### config.mk
export PLATFORM = sky130hd
export DESIGN_NAME = emern_spi_host
export DESIGN_NICKNAME = d
export VERILOG_FILES = /design/src/rtl/emern_spi_pkg.sv /design/src/rtl/emern_sync_edge.sv /design/src/rtl/emern_spi_host.sv
export SDC_FILE = /design/constraint.sdc
export NUM_CORES = 1
export LEC_CHECK = 0
export ABC_AREA = 1
export CAP_MARGIN = 20
export CORE_MARGIN = 1.5
export CORE_UTILIZATION = 35
export CTS_BUF_LIST = sky130_fd_sc_hd__clkbuf_2 sky130_fd_sc_hd__clkbuf_4 sky130_fd_sc_hd__clkbuf_8
export DETAILED_ROUTE_END_ITERATION = 7
export PLACE_DENSITY = 0.54
export SLEW_MARGIN = 20
export SYNTH_ARGS = -nofsm -noshare
export SYNTH_HDL_FRONTEND = slang
export SYNTH_SLANG_ARGS = --single-unit
### constraint.sdc
create_clock -name clk -period 2.8 [get_ports clk]
set_input_delay 0.56 -clock clk [delete_from_list [all_inputs] [get_ports clk]]
set_output_delay 0.56 -clock clk [all_outputs]
set_load 0.02 [all_outputs]
### src/rtl/emern_spi_pkg.sv
// Shared types and constants for the EMERN SPI host.
package emern_spi_pkg;

   localparam int BYTE_W = 8;

   // Mode 0: SCK idles low, data sampled on the rising edge.
   localparam logic CPOL = 1'b0;
   localparam logic CPHA = 1'b0;

   typedef enum logic [2:0] {
      IDLE,
      WAIT_SYNC,
      SETUP,
      SHIFT,
      NEXT,
      HOLD,
      GAP
   } state_e;

endpackage

### src/rtl/emern_sync_edge.sv
// Two-flop synchronizer with a rising-edge detect on the synchronized level.
module emern_sync_edge (
   input  logic clk,
   input  logic rst_n,
   input  logic d,
   output logic rise
);

   logic meta_q, meta_d;
   logic sync_q, sync_d;
   logic prev_q, prev_d;

   always_comb begin
      meta_d = d;
      sync_d = meta_q;
      prev_d = sync_q;
   end

   always_ff @(posedge clk or negedge rst_n) begin
      if (!rst_n) begin
         meta_q <= 1'b0;
         sync_q <= 1'b0;
         prev_q <= 1'b0;
      end else begin
         meta_q <= meta_d;
         sync_q <= sync_d;
         prev_q <= prev_d;
      end
   end

   assign rise = sync_q & ~prev_q;

endmodule

### src/rtl/emern_spi_host.sv
// SPI mode-0 master: frames a valid/ready byte stream into CS-delimited transfers,
// optionally waiting for a GPU INT rising edge before starting a frame.
module emern_spi_host
   import emern_spi_pkg::*;
#(
   parameter int CLK_DIV  = 4,
   parameter int CS_SETUP = 2,
   parameter int CS_HOLD  = 2,
   parameter int CS_IDLE  = 2
) (
   input  logic              clk,
   input  logic              rst_n,
   input  logic [BYTE_W-1:0] tx_data,
   input  logic              tx_valid,
   input  logic              tx_last,
   input  logic              tx_sync,
   output logic              tx_ready,
   output logic [BYTE_W-1:0] rx_data,
   output logic              rx_valid,
   output logic              busy,
   output logic              cs_n,
   output logic              sck,
   output logic              mosi,
   input  logic              miso,
   input  logic              int_in
);

   localparam int CNT_W = 16;
   // The first low phase of bit 7 counts towards the CS setup time, so SETUP
   // itself only covers the remaining half-periods (possibly none).
   localparam int SETUP_CYC = (CS_SETUP - 1) * CLK_DIV;

   localparam logic [CNT_W-1:0] ONE      = CNT_W'(1);
   localparam logic [CNT_W-1:0] HALF_LD  = CNT_W'(CLK_DIV - 1);
   localparam logic [CNT_W-1:0] SETUP_LD = CNT_W'(SETUP_CYC - 1);
   localparam logic [CNT_W-1:0] HOLD_LD  = CNT_W'(CS_HOLD * CLK_DIV - 1);
   localparam logic [CNT_W-1:0] GAP_LD   = CNT_W'(CS_IDLE * CLK_DIV - 1);
   localparam state_e           FIRST_ST = (SETUP_CYC > 0) ? SETUP : SHIFT;
   localparam logic [CNT_W-1:0] FIRST_LD = (SETUP_CYC > 0) ? SETUP_LD : HALF_LD;

   state_e            state_q, state_d;
   logic [CNT_W-1:0]  cnt_q, cnt_d;
   logic [2:0]        bit_q, bit_d;
   logic [6:0]        tx_sh_q, tx_sh_d;
   logic [BYTE_W-1:0] rx_sh_q, rx_sh_d;
   logic              last_q, last_d;
   logic              cs_n_q, cs_n_d;
   logic              sck_q, sck_d;
   logic              mosi_q, mosi_d;
   logic [BYTE_W-1:0] rx_data_q, rx_data_d;
   logic              rx_valid_q, rx_valid_d;
   logic              cnt_zero;
   logic              int_rise;

   emern_sync_edge u_int_sync (
      .clk   (clk),
      .rst_n (rst_n),
      .d     (int_in),
      .rise  (int_rise)
   );

   assign cnt_zero = (cnt_q == '0);
   assign tx_ready = (state_q == IDLE) || (state_q == NEXT);
   assign busy     = (state_q != IDLE);

   always_comb begin
      state_d    = state_q;
      cnt_d      = cnt_q;
      bit_d      = bit_q;
      tx_sh_d    = tx_sh_q;
      rx_sh_d    = rx_sh_q;
      last_d     = last_q;
      cs_n_d     = cs_n_q;
      sck_d      = sck_q;
      mosi_d     = mosi_q;
      rx_data_d  = rx_data_q;
      rx_valid_d = 1'b0;
      case (state_q)
         IDLE: begin
            if (tx_valid) begin
               tx_sh_d = tx_data[6:0];
               mosi_d  = tx_data[7];
               last_d  = tx_last;
               bit_d   = 3'd7;
               if (tx_sync) begin
                  state_d = WAIT_SYNC;
               end else begin
                  cs_n_d  = 1'b0;
                  state_d = FIRST_ST;
                  cnt_d   = FIRST_LD;
               end
            end
         end
         WAIT_SYNC: begin
            if (int_rise) begin
               cs_n_d  = 1'b0;
               state_d = FIRST_ST;
               cnt_d   = FIRST_LD;
            end
         end
         SETUP: begin
            if (cnt_zero) begin
               state_d = SHIFT;
               cnt_d   = HALF_LD;
            end else begin
               cnt_d = cnt_q - ONE;
            end
         end
         SHIFT: begin
            if (!cnt_zero) begin
               cnt_d = cnt_q - ONE;
            end else begin
               cnt_d = HALF_LD;
               if (!sck_q) begin
                  sck_d   = 1'b1;
                  rx_sh_d = {rx_sh_q[6:0], miso};
               end else begin
                  sck_d = 1'b0;
                  if (bit_q == 3'd0) begin
                     rx_data_d  = rx_sh_q;
                     rx_valid_d = 1'b1;
                     if (last_q) begin
                        state_d = HOLD;
                        cnt_d   = HOLD_LD;
                     end else begin
                        state_d = NEXT;
                     end
                  end else begin
                     bit_d   = bit_q - 3'd1;
                     mosi_d  = tx_sh_q[6];
                     tx_sh_d = {tx_sh_q[5:0], 1'b0};
                  end
               end
            end
         end
         NEXT: begin
            if (tx_valid) begin
               tx_sh_d = tx_data[6:0];
               mosi_d  = tx_data[7];
               last_d  = tx_last;
               bit_d   = 3'd7;
               state_d = SHIFT;
               cnt_d   = HALF_LD;
            end
         end
         HOLD: begin
            if (cnt_zero) begin
               cs_n_d  = 1'b1;
               mosi_d  = 1'b0;
               state_d = GAP;
               cnt_d   = GAP_LD;
            end else begin
               cnt_d = cnt_q - ONE;
            end
         end
         GAP: begin
            if (cnt_zero) begin
               state_d = IDLE;
            end else begin
               cnt_d = cnt_q - ONE;
            end
         end
         default: state_d = IDLE;
      endcase
   end

   always_ff @(posedge clk or negedge rst_n) begin
      if (!rst_n) begin
         state_q    <= IDLE;
         cnt_q      <= '0;
         bit_q      <= 3'd7;
         tx_sh_q    <= '0;
         rx_sh_q    <= '0;
         last_q     <= 1'b0;
         cs_n_q     <= 1'b1;
         sck_q      <= CPOL;
         mosi_q     <= 1'b0;
         rx_data_q  <= '0;
         rx_valid_q <= 1'b0;
      end else begin
         state_q    <= state_d;
         cnt_q      <= cnt_d;
         bit_q      <= bit_d;
         tx_sh_q    <= tx_sh_d;
         rx_sh_q    <= rx_sh_d;
         last_q     <= last_d;
         cs_n_q     <= cs_n_d;
         sck_q      <= sck_d;
         mosi_q     <= mosi_d;
         rx_data_q  <= rx_data_d;
         rx_valid_q <= rx_valid_d;
      end
   end

   assign cs_n     = cs_n_q;
   assign sck      = sck_q;
   assign mosi     = mosi_q;
   assign rx_data  = rx_data_q;
   assign rx_valid = rx_valid_q;

endmodule

# [Word-level counts from Yosys, hierarchy flattened]
# Cells that the tools add are included.
[op_classes] addsub=2 multipliers=0 div_mod_pow=0 n_lt_le_gt_ge=0 n_eq_ne=19 shift=0 muxes=50 n_bitwise=3 n_reduce_logical=19
[op_table] cell="$mux 16" n=8
[op_table] cell="$pmux 16 s7" n=1
[op_table] cell="$mux 3" n=16
[op_table] cell="$mux 7" n=4
[op_table] cell="$ne 2x2->1 const B" n=12
[op_table] cell="$pmux 3 s7" n=1
[op_table] cell="$logic_not 16->1" n=1
[op_table] cell="$sub 16x1->16 const B" n=1
[op_table] cell="$mux 1" n=15
[op_table] cell="$pmux 7 s2" n=1
[op_table] cell="$reduce_and 6->1" n=2
[op_table] cell="$reduce_and 5->1" n=2
[op_table] cell="$eq 3x3->1 const B" n=3
[op_table] cell="$reduce_and 9->1" n=1
[op_table] cell="$reduce_bool 3->1" n=3
[op_table] cell="$reduce_bool 7->1" n=1
[op_table] cell="$eq 3x2->1 const B" n=2
[op_table] cell="$logic_not 3->1" n=2
[op_table] cell="$pmux 1 s3" n=2
[op_table] cell="$pmux 3 s2" n=1
[op_table] cell="$reduce_and 2->1" n=2
[op_table] cell="$reduce_and 4->1" n=1
[op_table] cell="$eq 3x1->1 const B" n=1
[op_table] cell="$reduce_and 3->1" n=1
[op_table] cell="other kinds (8)" n=9
[totals] register_bits=53 latchBits=0 ramBits=0 rom_bits=0 inputBits=15 wordCells=107 memories=0

# [Logic depth before layout (Yosys ltp)]
[logic_depth] depth_word=5 ltp_mapped=12 mapped_depth_nobuf=12

# [By module]
# Synthesis repeated with hierarchy kept, for this count alone.
[hier_totals] hier_cells=381 area_unflattened_um2=2897.8
[modules_own_cells] mod="emern_spi_host" n_inst=1 cells_per_inst=376 area_per_inst_um2=2812.7 seq_area_each_um2=1256.2
[modules_own_cells] mod="emern_sync_edge" n_inst=1 cells_per_inst=5 area_per_inst_um2=85.1 seq_area_each_um2=75.1

# [Worst setup path after synthesis]
# No wires, ideal clock.
[synth_timing] path_type="register -> output" startpoint="reg state_q[0]" endpoint="out busy" arrival_ns=1.211 t_required_ns=2.240 path_slack_ns=1.029 stages_incl_launch_ff=5 cell_sequence="dfrtp_1 > buf_2 > nor2_4 > buf_2 > nand2_1"
[synth_via] elab_chain_len=1
[synth_rtl] element="start, declared" line="emern_spi_host.sv:41" source="state_e state_q, state_d;"
[synth_rtl] element="start signal, assigned" line="emern_spi_host.sv:181" source="state_q <= state_d;"
[synth_rtl] element="$reduce_bool 3->1" line="emern_spi_host.sv:64" source="assign busy = (state_q != IDLE);"
[synth_rtl] element="end, declared" line="emern_spi_host.sv:20" source="output logic busy,"
# No other way between the ends.

# [Final worst setup path]
[layout_timing] startpoint="reg state_q[2]" endpoint="out busy"
# The elaborated chain is that of the path after synthesis.

==> qor.csv <==
stage,metric,value,unit
logic_synthesis,dominant combinational cell family by area after synthesis,simple AND/OR/NAND/NOR gates,
pwr,worst IR drop on VDD,0.476,mV
sta,Layout Skew,0.00586,ns
finish,count of fill cells added during filler insertion,846,
worst_setup_path,CP endpoint kind,primary output,
global_routing,via count of the first global-routing pass,2401,
worst_setup_path,largest driver fanout on the critical path,8,
pwr,Switching Share,47.8,%
logic_synthesis,multiplexer fraction of the synthesized cell area,2.02,%
sta,final-layout setup total negative slack,0,ns
worst_setup_path,worst-path cell with the longest stage delay,sky130_fd_sc_hd__clkdlybuf4s50_1,
floorplanning,Core Box Area,8220,um2
logic_synthesis,compound-cell area share of the yosys netlist,10.3,%
global_routing,first-pass GRT wire length,11100,um
route,routed vias,2410,
worst_hold_path,Min-Delay Path Class,input port to asynchronous set/reset pin,
logic_synthesis,Post-Syn Instances,380,
logic_synthesis,post-synth net total,398,
global_routing,overflow left after global routing,0,
placement,hpwl dp,4710,um
sta,maximum clock frequency,448,MHz
cts,postcts setup bufs,0,
floorplanning,count of pins on the block boundary,29,
cts,CTS H-tree lvls,2,
finish,share of cells above drive strength 1,14.1,%
logic_synthesis,ys async rst share,100,%
sta,setup-violating endpoint count in the final report,0,
sta,worst relative slew slack,60.0,%
logic_synthesis,adder and majority cell fraction of the synthesized area,1.26,%
logic_synthesis,post-synthesis cell area,2980,um2
worst_setup_path,number of buffer and inverter stages on the critical path,2,
logic_synthesis,fraction of the mapped netlist area in simple logic gates,31.7,%
worst_setup_path,required time at the worst-slack endpoint,2.24,ns
pwr,logic gate share of total power,53.5,%
logic_synthesis,xor/xnor cell area share of the yosys netlist,1.76,%
pwr,switching power,1.71,mW
sta,final critical delay including setup and external delays,2.23,ns
placement,final weighted congestion in routability-driven placement,0.843,
worst_setup_path,family with the most delay on the worst path,buffers and inverters,
route,detailed-routing iteration count for the pre-antenna-repair pass,4,
floorplanning,Die Y,95.3,um
worst_setup_path,crit path kind,register to primary output,
route,antenna-violating nets left,0,
sta,actual slew at the worst max-slew pin,0.600,ns
cts,number of instances resized during post-cts repair,0,
route,"wirelength, routed",6310,um
global_routing,largest net degree at the start of global routing,27,
cts,CTS Root Buffer Type,sky130_fd_sc_hd__clkbuf_8,
cts,clock insertion delay at the later pin of the skew report,0.31,ns
pwr,cell internal pwr,1.87,mW
cts,TritonCTS clock tree,built,
route,number of design-rule violations left by the first detailed-router iteration,126,
logic_synthesis,Yosys reg bits,53,
pwr,Total Power,3.58,mW
sta,setup repair after global routing missed its margin,false,
sta,Tcrit/Tclk final,79.8,%
cts,number of clock sinks,53,
global_routing,number of antenna violations at the first check in global routing,0,
route,DRC violations left,0,
placement,number of buffers inserted by port buffering,28,
worst_setup_path,cell-by-cell trace of the critical path,"inv_1, nand2_1, clkdlybuf4s50_1",
floorplanning,Die W,95.3,um
worst_setup_path,sort of element at the start of the critical path,register,
cts,deepest clock path buffer count,2,
sta,Final Hold Fails,0,
sta,number of slew-limit violations in the final report,0,
finish,layout net count,429,
logic_synthesis,sequential area share after synthesis,44.7,%
floorplanning,area of the die,9070,um2
logic_synthesis,"Distinct cells, synth",33,
status,result of the run,completed,
flow_run,max-capacitance violation count,0,
pwr,portion of total power attributed to sequential cells,33.1,%
finish,diode insertion count for antenna repair,0,
pwr,static leakage,1.79,nW
worst_setup_path,delay of the slowest cell on the worst path,0.59,ns
worst_setup_path,CP Data Arrival Time,1.67,ns
pwr,PD cells,1040,nW/um2
logic_synthesis,yosys warns,0,
logic_synthesis,mean instance size in the synthesized netlist,7.84,um2
logic_synthesis,number of enable flip-flop cells after synthesis,0,
pwr,Clk network pwr share,13.4,%
route,Via-to-Cell Ratio,4.66,
finish,Area growth syn-to-layout,15.8,%
floorplanning,row count,33,
floorplanning,initial core utilization,36.3,%
route,wire length per cell,12.2,um
cts,clock-pin slew reported for the worst setup and hold paths after clock tree synthesis,0.10,ns
cts,number of clock buffers inserted by TritonCTS,5,
logic_synthesis,predominant post-synthesis flop cell,sky130_fd_sc_hd__dfrtp_1,
cts,CTS Hold Bufs,0,
global_routing,total global-route track usage,15.5,%
==> synthesized netlist by cell type (4+ instances only) <==
library cell              instances  area share (%)
sky130_fd_sc_hd__dfrtp_1         49              41
sky130_fd_sc_hd__o21ai_0         10             1.7
sky130_fd_sc_hd__nor2_2           5             1.0
sky130_fd_sc_hd__xor2_1           5             1.5
sky130_fd_sc_hd__dfstp_2          4             3.5
sky130_fd_sc_hd__nand2_1        108              14
sky130_fd_sc_hd__inv_1           46             5.8
sky130_fd_sc_hd__nand4_1          8             1.7
sky130_fd_sc_hd__mux2i_1          6             2.0
sky130_fd_sc_hd__nand2_2          7             1.5
sky130_fd_sc_hd__o21ai_2         16             4.7
sky130_fd_sc_hd__nand3_1         24             4.0
sky130_fd_sc_hd__a21oi_1          4            0.67
sky130_fd_sc_hd__nor2_1          48             6.0
sky130_fd_sc_hd__o21ai_1          7             1.2
==> logic make-up (layout without fill, tap and decap cells) <==
kind of cell,after synthesis,after routing
xor+xnor,6,6
mux,6,6
buf+inv,57,89
simple gates,210,210
fa+ha+maj,3,3
compound gates,45,45
flops,53,53
==> state kept, by name, summed over array words and instances, names as in the netlist <==
name	count
u_int_sync.prev_d	1
tx_sh_q	7
rx_sh_q	8
bit_q	3
mosi	1
rx_data	8
last_q	1
sck	1
cs_n	1
u_int_sync.meta_q	1
cnt_q	16
rx_valid	1
u_int_sync.prev_q	1
state_q	3
==> per-layer routing <==
metal | GRT usage, % | vias to the layer above | part of all wire [%] | wire (um)
met1 | 21.6 | 1109 | 51 | 3200
met4 | 3.36 | 0 | 0.90 | 57
met2 | 24.8 | 37 | 45 | 2850
li1 | - | 1258 | - | -
met3 | 2.79 | 6 | 3.1 | 193
met5 | 0 | - | 0 | 0
==> worst register-to-register path, stage by stage (launching register included) <==
cell and delay (ns):
sky130_fd_sc_hd__dfrtp_1 0.39, sky130_fd_sc_hd__inv_1 0.12, sky130_fd_sc_hd__ha_1 0.22, sky130_fd_sc_hd__nand2_2 0.10, sky130_fd_sc_hd__nor2_1 0.13, sky130_fd_sc_hd__nand2_2 0.14, sky130_fd_sc_hd__nand2_1 0.11, sky130_fd_sc_hd__nand2_2 0.14
sky130_fd_sc_hd__nand2_4 0.21, sky130_fd_sc_hd__inv_2 0.11, sky130_fd_sc_hd__nand2_2 0.11, sky130_fd_sc_hd__inv_1 0.05, sky130_fd_sc_hd__nor2_1 0.10
==> metrics by stage <==
step / hold slack (ns) / cells / instance area [um2] / util, % / worst slack (ns)
final: 0.242 / 517 / 3450 / 42.0 / 0.565
after global routing: 0.291 / 517 / 3450 / 42.0 / 0.493
after CTS: 0.270 / 517 / 3450 / 42.0 / 0.551
after detailed placement: 0.336 / 509 / 3350 / 40.8 / 0.660
after global placement: 0.340 / 509 / 3350 / 40.8 / 0.683
after floorplan: 0.264 / 380 / 2980 / - / 1.03
==> area by class of cell <==
cell class | instances | area (um2) | area share [%]
clock buffers | 6 | 82.6 | 2.39
clock inverters | 2 | 17.5 | 0.508
inverters | 50 | 190 | 5.51
multi-input cells | 270 | 1400 | 40.6
flip-flops and latches | 53 | 1330 | 38.6
well taps | 105 | 131 | 3.81
repair buffers | 31 | 298 | 8.63
==> power by group through the flow <==
stage                     Sequential [mW]  Clock [mW]  Combinational (mW)
after floorplan                      1.15           0                1.57
after global placement               1.20           0                1.93
after detailed placement             1.20           0                1.94
after CTS                            1.19       0.491                1.95
after global routing                 1.22       0.523                2.22
final                                1.18       0.480                1.92
==> cells in the final DEF (no fill, tap or decap), types with 4 or more instances in the layout <==
master	instances
sky130_fd_sc_hd__nand3_1	24
sky130_fd_sc_hd__dfstp_2	4
sky130_fd_sc_hd__o21ai_1	7
sky130_fd_sc_hd__nand2_1	108
sky130_fd_sc_hd__clkbuf_8	6
sky130_fd_sc_hd__mux2i_1	6
sky130_fd_sc_hd__nand2_2	7
sky130_fd_sc_hd__o21ai_2	16
sky130_fd_sc_hd__xor2_1	5
sky130_fd_sc_hd__a21oi_1	4
sky130_fd_sc_hd__inv_1	46
sky130_fd_sc_hd__nor2_1	48
sky130_fd_sc_hd__dfrtp_1	49
sky130_fd_sc_hd__nor2_2	5
sky130_fd_sc_hd__nand4_1	8
sky130_fd_sc_hd__o21ai_0	10
sky130_fd_sc_hd__clkdlybuf4s50_1	27
==> worst paths after layout <==
| check | from | endpoint | slack, ns | cells past startpoint |
|---|---|---|---|---|
| worst max-delay path | state_q[2] | busy | 0.57 | 3 |
| worst min-delay path | rst_n | state_q[2] | 0.24 | 1 |
| worst max register to register | cnt_q[0] | cnt_q[7] | 0.80 | 12 |
| worst min register to register | u_int_sync.meta_q | u_int_sync.prev_d | 0.36 | 0 |
| max in group asynchronous | rst_n | bit_q[2] | 1.87 | 2 |
| min in group clk | u_int_sync.meta_q | u_int_sync.prev_d | 0.36 | 0 |
(Power assumes the default switching activity.)
